<file path="src/rtl/shift_reg_univ.sv">
// ---------------------------------------------------------------------------
// shift_reg_univ
//   Parametrised universal register: a WIDTH-bit bank of async-reset flops with
//   clock enable and eight operating modes (hold, load, logical/arithmetic
//   shift, rotate, clear). It also keeps a saturating count of shifts/rotates
//   since the last load, clear or reset.
//
// Ports
//   clk2      in   1      clock, rising-edge active
//   a_reset   in   1      asynchronous reset, active-high
//   en        in   1      clock enable; 0 = every register holds
//   mode      in   3      operation select (HOLD/LOAD/SHL/SHR/ROL/ROR/ASR/CLR)
//   d         in   WIDTH  parallel load data
//   sin_l     in   1      serial in at MSB end (SHR)
//   sin_r     in   1      serial in at LSB end (SHL)
//   q         out  WIDTH  register contents
//   sout_l    out  1      q[WIDTH-1]
//   sout_r    out  1      q[0]
//   zero      out  1      registered flag, 1 when q is all zeros
//   shift_cnt out  CNT_W  saturating shift/rotate count since LOAD/CLR/reset
// ---------------------------------------------------------------------------
module shift_reg_univ #(
    parameter int unsigned            WIDTH   = 8,
    parameter logic [WIDTH-1:0]       RST_VAL = '0,
    parameter int unsigned            CNT_W   = 4
) (
    input  logic             clk2,
    input  logic             a_reset,
    input  logic             en,
    input  logic [2:0]       mode,
    input  logic [WIDTH-1:0] d,
    input  logic             sin_l,
    input  logic             sin_r,
    output logic [WIDTH-1:0] q,
    output logic             sout_l,
    output logic             sout_r,
    output logic             zero,
    output logic [CNT_W-1:0] shift_cnt
);

    typedef enum logic [2:0] {
        M_HOLD = 3'b000,
        M_LOAD = 3'b001,
        M_SHL  = 3'b010,
        M_SHR  = 3'b011,
        M_ROL  = 3'b100,
        M_ROR  = 3'b101,
        M_ASR  = 3'b110,
        M_CLR  = 3'b111
    } mode_e;

    mode_e            mode_s;
    logic [WIDTH-1:0] q_q, q_d;
    logic [CNT_W-1:0] cnt_q, cnt_d;
    logic             zero_q;
    logic             is_shift;

    assign mode_s = mode_e'(mode);

    always_comb begin
        q_d      = q_q;
        is_shift = 1'b0;
        if (en) begin
            case (mode_s)
                M_HOLD: q_d = q_q;
                M_LOAD: q_d = d;
                M_SHL: begin
                    q_d      = {q_q[WIDTH-2:0], sin_r};
                    is_shift = 1'b1;
                end
                M_SHR: begin
                    q_d      = {sin_l, q_q[WIDTH-1:1]};
                    is_shift = 1'b1;
                end
                M_ROL: begin
                    q_d      = {q_q[WIDTH-2:0], q_q[WIDTH-1]};
                    is_shift = 1'b1;
                end
                M_ROR: begin
                    q_d      = {q_q[0], q_q[WIDTH-1:1]};
                    is_shift = 1'b1;
                end
                M_ASR: begin
                    q_d      = {q_q[WIDTH-1], q_q[WIDTH-1:1]};
                    is_shift = 1'b1;
                end
                M_CLR:   q_d = RST_VAL;
                default: q_d = q_q;
            endcase
        end
    end

    always_comb begin
        cnt_d = cnt_q;
        if (en) begin
            if (mode_s == M_LOAD || mode_s == M_CLR) begin
                cnt_d = '0;
            end else if (is_shift && cnt_q != '1) begin
                cnt_d = cnt_q + CNT_W'(1);
            end
        end
    end

    // zero is derived from the next-state value so it lands on the same edge
    // as q; with en=0 q_d equals q_q and the flag simply re-registers itself.
    always_ff @(posedge clk2 or posedge a_reset) begin
        if (a_reset) begin
            q_q    <= RST_VAL;
            cnt_q  <= '0;
            zero_q <= (RST_VAL == '0);
        end else begin
            q_q    <= q_d;
            cnt_q  <= cnt_d;
            zero_q <= (q_d == '0);
        end
    end

    assign q         = q_q;
    assign sout_l    = q_q[WIDTH-1];
    assign sout_r    = q_q[0];
    assign zero      = zero_q;
    assign shift_cnt = cnt_q;

endmodule

</file>
<file path="config.mk">
export PLATFORM = sky130hd
export DESIGN_NAME = shift_reg_univ
export DESIGN_NICKNAME = d
export VERILOG_FILES = /design/src/rtl/shift_reg_univ.sv
export SDC_FILE = /design/constraint.sdc
export NUM_CORES = 1
export LEC_CHECK = 0
export BUFFER_PORTS_ARGS = -buffer_cell sky130_fd_sc_hd__buf_4
export CAP_MARGIN = 20
export CORE_ASPECT_RATIO = 1.2
export CORE_MARGIN = 8
export CORE_UTILIZATION = 54
export CTS_CLUSTER_DIAMETER = 200
export DETAILED_ROUTE_END_ITERATION = 7
export PLACE_DENSITY_LB_ADDON = 0.3
export SYNTH_ARGS = -nofsm -noshare
export SYNTH_HDL_FRONTEND = slang
export SYNTH_SLANG_ARGS = --single-unit
</file>
<file path="constraint.sdc">
create_clock -name clk2 -period 4.68 [get_ports clk2]
set_input_delay 0.936 -clock clk2 [delete_from_list [all_inputs] [get_ports clk2]]
set_output_delay 0.936 -clock clk2 [all_outputs]
set_load 0.1 [all_outputs]
</file>
==> results.json, run 1 <==
{
  "ir_drop_v": 0.000586,
  "coreArea_mm2": 0.00179,
  "critical_path_class": "input port to register",
  "drc": 0,
  "power_frac_comb_pct": 62.3,
  "grt.total_usage_pct": 13.7,
  "cp.arrival_ns": 2.55,
  "cts_tree": "built",
  "ctsHoldBuffers": 0,
  "fin_crit_sh_pct": 50.5,
  "holdCritPathClass": "register to register",
  "grt_max_degree": 21,
  "clock_latency_ns": 0.27,
  "max_freq_mhz": 423,
  "rows": 17,
  "ys_top_cells_by_count": "13 x inv_1, 12 x dfrtp_1, 7 x o21ai_0",
  "drt_pre_antenna_iters": 4,
  "tightestPinTransition_ns": 0.483,
  "setup_violations": 0,
  "grt_pass1_vias": 847,
  "required_ns": 4.87,
  "synth-edff-count": 0,
  "switching_share_pct": 58.0,
  "place_congestion": 0.873,
  "initial_core_util_pct": 55.2,
  "ys.flop_type": "dfrtp_1",
  "postCtsSetupRepairBufs": 0,
  "synth_cell_type_count": 39,
  "slew_violations": 0,
  "fin_nets": 153,
  "netlist_instances": 110,
  "cts_buffer_depth": 2,
  "vias": 877,
  "areaGrowthSynthToFinish_pct": 21.2,
  "p_clk_share_pct": 10.6,
  "grt_overflow_total": 0,
  "design_area_mm2": 0.00119,
  "synth_top_cell_area_share_pct": 30.5,
  "finalHoldViolations": 0,
  "start_kind": "input port",
  "switchingPower_uw": 369,
  "ys_seq_area_share_pct": 33.1,
  "synthArstFlopShare_pct": 100,
  "yosysTopAreaCell": "dfrtp_1",
  "yosysMostFrequentCell": "inv_1",
  "end_kind": "register",
  "htree_levels": 1,
  "dieHeight_um": 62.8,
  "powerDensity_mw_per_mm2": 533,
  "cts_resized": 0,
  "critPathMaxFanout": 20,
  "run_status": "complete, no violations",
  "antenna_found_initial": 0,
  "die_w_um": 55.0,
  "setup_tns_ns": 0,
  "root_buffer": "clkbuf_4",
  "place_hpwl_mm": 1.79,
  "seq_power_share_pct": 27.2,
  "rsz0062_at_grt": "false",
  "wirelength_mm": 2.27,
  "avgSynthCellArea_um2": 8.96,
  "ant_nets": 0,
  "relSlewSlack_pct": 67.7,
  "n_antenna_cell": 0,
  "ios": 31,
  "drt_first_iter_violations": 17,
  "postPlaceCellArea_mm2": 0.00117,
  "synth_area_leaders": "dfrtp_1 30%, inv_1 4.9%, o32a_1 4.1%",
  "syn_nets": 127,
  "finClkSkew_ns": 0.00362,
  "cts.sinks": 13,
  "ys_ff_latch": 13,
  "cts_inserted_buffers": 3,
  "p_int_uw": 267,
  "drive_gt1_share_pct": 29.6,
  "utilization_pct": 66.9,
  "grt_first_pass_wirelength_mm": 3.70,
  "max_cap_violations": 0,
  "clk_pin_slew_ns": 0.07,
  "synth_warnings": 0,
  "wl_per_cell_um": 14.8,
  "routed_via_density": 5.69,
  "port_buffers": 30,
  "cellLeakagePower_nw": 0.541,
  "dieArea_mm2": 0.00345,
  "synth_area_um2": 986,
  "period_needed_ns": 2.36
}
## cells by family after synthesis
| logic type | Yosys count | synth area share [%] |
|---|---|---|
| adder cells (fa/ha/maj) | 3 | 3.30 |
| AO/OA/AOI/OAI | 35 | 25.9 |
| AND/OR/NAND/NOR | 31 | 18.4 |
| flip-flops | 13 | 33.1 |
| XOR/XNOR | 4 | 5.46 |
| multiplexers | 2 | 2.16 |
| buffers and inverters | 22 | 11.7 |
## worst max-delay path, cell delays in order
cell and delay [ns]:
buf_4 0.19, a21oi_2 0.27, a21oi_2 0.08, a2111o_1 0.44, a2111o_1 0.42, nor4_2 0.21
## worst paths after layout
path                              start      endpoint  slack, ns  cells past startpoint
hold reg to reg            shift_cnt[3]  shift_cnt[3]       0.60                      2
hold / removal             shift_cnt[3]  shift_cnt[3]       0.60                      2
setup / recovery                mode[2]          zero       2.32                      6
setup reg to reg                   q[7]          zero       2.95                      5
max in group asynchronous       a_reset          zero       3.65                      2
min in group asynchronous       a_reset          q[5]       0.68                      2
## layout by cell type, fill, tap and decap left out, types with 3 or more instances in the layout
cell,netlist,final
o21ai_0,7,7
nand2b_1,5,5
o22ai_1,4,4
clkbuf_4,0,3
o32a_1,4,4
or2_1,3,3
nand3_1,3,3
a21oi_1,4,4
dfrtp_1,12,12
a211oi_1,4,4
nor2_1,6,6
inv_1,13,13
buf_4,2,30
nor2b_1,5,5
## through the flow
step	cells	total power [mW]	hold slack (ns)	worst slack [ns]
floorplan	110	0.493	0.812	2.23
global placement	150	0.569	0.559	2.05
finish	154	0.637	0.600	2.32
global route	154	0.667	0.630	2.25
CTS	154	0.642	0.599	2.32
detailed placement	150	0.573	0.585	2.05
## power by group through the flow
stage	registers (mW)	logic (mW)	clock network (mW)
floorplan	0.372	0.121	0
global placement	0.174	0.396	0
detailed placement	0.175	0.398	0
CTS	0.173	0.399	0.0700
global route	0.177	0.415	0.0742
finish	0.173	0.396	0.0674
## sequential cells by signal, indices dropped and copies added (netlist names)
name / count
shift_cnt: 4
zero: 1
q: 8
## layout make-up
| class | instances | area [µm²] |
|---|---|---|
| Clock buffer | 4 | 26.3 |
| Fill cell | 147 | 592 |
| Inverter | 13 | 48.8 |
| Multi-Input combinational cell | 75 | 544 |
| Sequential cell | 13 | 327 |
| Tap cell | 19 | 23.8 |
| Timing Repair Buffer | 30 | 225 |
## layer usage
| metal | GRT usage (%) | wire, µm |
|---|---|---|
| met5 | 0 | 0 |
| met4 | 6.93 | 44 |
| met3 | 3.81 | 177 |
| met2 | 19.5 | 1000 |
| met1 | 17.9 | 1050 |
Note: power is estimated with default switching activity, not from simulation.
==> run 2, diff against run 1 <==
- ABC_AREA: not set -> 1
- CORE_UTILIZATION: 54 -> 44
- clock period: 4.68 -> 1.9 ns (I/O delays scaled with it)
==> run 2 against run 1 <==
Area after synthesis decreased by 3.3%. Sequential power increased by 130%. Critical path type is now register to output port. Worst hold slack got worse by 0.48 ns. Clock power increased by 150%. Critical path depth decreased by 5. Clock-buffer cell count unchanged. Critical endpoint is now zero. Power increased by 110%. Via count increased by 8.7%. First-iteration DRC count increased by 5.9%.
==> results.json, run 2 <==
{
  "crit_family": "flip-flops",
  "r2r_slack_ns": 0.57,
  "ys_ff_latch": 13,
  "grt.total_usage_pct": 13.6,
  "coreArea_mm2": 0.00205,
  "fin_crit_sh_pct": 77.2,
  "synth_cell_type_count": 23,
  "drt_first_iter_violations": 18,
  "crit_path_cell_trace": "buf_4",
  "p_int_uw": 574,
  "drc": 0,
  "ys.flop_type": "dfrtp_1",
  "required_ns": 1.52,
  "areaGrowthSynthToFinish_pct": 27.6,
  "grt_pass1_vias": 961,
  "synth_top_cell_area_share_pct": 31.5,
  "holdCritPathClass": "input port to asynchronous set/reset pin",
  "max_freq_mhz": 681,
  "fin_hold_ws_ns": 0.120,
  "tightestPinTransition_ns": 0.481,
  "antenna_found_initial": 0,
  "largest_reg_flops": 8,
  "final_cell_mix": "44 x nand2_1, 30 x buf_4, 23 x nor2_1, 22 x inv_1, 14 x nand3_1",
  "grt_max_degree": 14,
  "slew_violations": 0,
  "wl_per_cell_um": 11.6,
  "ant_nets": 0,
  "switchingPower_uw": 751,
  "seq_power_share_pct": 29.7,
  "ir_drop_v": 0.000702,
  "htree_levels": 1,
  "relSlewSlack_pct": 67.9,
  "switching_share_pct": 56.7,
  "cts_buffer_depth": 2,
  "start_kind": "register",
  "rsz0062_at_grt": "false",
  "drt_pre_antenna_iters": 4,
  "setup_tns_ns": 0,
  "postCtsSetupRepairBufs": 0,
  "critPathMaxFanout": 1,
  "vias": 953,
  "root_buffer": "clkbuf_4",
  "dieHeight_um": 67.0,
  "cellLeakagePower_nw": 0.704,
  "clk_pin_slew_ns": 0.07,
  "initial_core_util_pct": 46.5,
  "synth_warnings": 0,
  "rows": 18,
  "yosysTopAreaCell": "dfrtp_1",
  "ctsHoldBuffers": 0,
  "cts_tree": "built",
  "wirelength_mm": 2.41,
  "finClkSkew_ns": 0.000819,
  "powerDensity_mw_per_mm2": 1090,
  "avgSynthCellArea_um2": 6.49,
  "netlist_instances": 147,
  "synth_area_leaders": "dfrtp_1 31%, nand2_1 17%, nor2_1 9.1%",
  "ys_seq_area_share_pct": 34.3,
  "ys_top_cells_by_count": "44 x nand2_1, 23 x nor2_1, 22 x inv_1",
  "period_needed_ns": 1.47,
  "drive_gt1_share_pct": 27.5,
  "dieArea_mm2": 0.00392,
  "p_clk_share_pct": 12.5,
  "port_buffers": 30,
  "max_cap_violations": 0,
  "layout_commonest_cell": "nand2_1",
  "die_w_um": 58.5,
  "place_congestion": 0.899,
  "finalHoldViolations": 0,
  "nFillCells": 216,
  "run_status": "complete, no violations",
  "fin_nets": 196,
  "clock_latency_ns": 0.27,
  "critical_path_class": "register to output port",
  "power_frac_comb_pct": 57.8,
  "cts_resized": 0,
  "cts_inserted_buffers": 3,
  "synth_area_um2": 953,
  "n_antenna_cell": 0,
  "grt_overflow_total": 0,
  "cp.arrival_ns": 1.09,
  "yosysMostFrequentCell": "nand2_1",
  "synthArstFlopShare_pct": 100,
  "crit_buf_inv": 1,
  "crit_slowest_cell": "dfstp_2",
  "synth-edff-count": 0,
  "slowest_delay_ns": 0.53,
  "grt_first_pass_wirelength_mm": 4.18,
  "setup_violations": 0,
  "place_hpwl_mm": 1.99,
  "syn_nets": 164,
  "end_kind": "output port",
  "ios": 31,
  "cts.sinks": 13,
  "routed_via_density": 4.58
}
## run 2: cell type report
cell class                 count  area [µm²]  share of cell area (%)
tap                           30        37.5                    3.09
timing repair buffer          30         225                    18.5
inverter                      27         104                    8.54
sequential                    13         327                    26.9
clock buffer                   4        26.3                    2.16
multi-input combinational    104         497                    40.8
## run 2: path summary, 6_finish.rpt
path | from | end | cells past startpoint
setup / recovery | zero | zero | 1
hold / removal | a_reset | q[4] | 2
setup reg to reg | shift_cnt[0] | shift_cnt[2] | 6
hold reg to reg | shift_cnt[2] | shift_cnt[2] | 1
max in group asynchronous | a_reset | zero | 2
min in group clk2 | en | shift_cnt[3] | 4
## run 2: per-stage QoR
stage / total power, mW / setup WS, ns / instances / util (%) / instance area (µm²)
floorplan: 0.991 / 0.0280 / 147 / - / 953
global route: 1.40 / 0.392 / 208 / 59.3 / 1220
CTS: 1.34 / 0.408 / 208 / 59.3 / 1220
detailed placement: 1.17 / 0.340 / 204 / 58.1 / 1190
global placement: 1.16 / 0.410 / 204 / 58.1 / 1190
finish: 1.32 / 0.432 / 208 / 59.3 / 1220
## run 2: logic make-up after synthesis
group | synth area share [%]
AO/OA/AOI/OAI | 1.57
adder cells (fa/ha/maj) | 1.31
AND/OR/NAND/NOR | 49.2
buffers and inverters | 13.6
flip-flops | 34.3
## run 2: power groups by stage
stage	registers, mW	logic (mW)	clock network, mW
3_3_place_gp	0.395	0.761	0
4_1_cts	0.392	0.772	0.177
6_report	0.394	0.765	0.166
2_1_floorplan	0.769	0.222	0
3_5_place_dp	0.398	0.769	0
5_1_grt	0.401	0.813	0.188
## run 2: metal layers
layer,track usage (%),routed length (µm)
met1,14.2,1000
met5,0,0
met4,7.36,38
met3,2.70,157
met2,24.9,1220
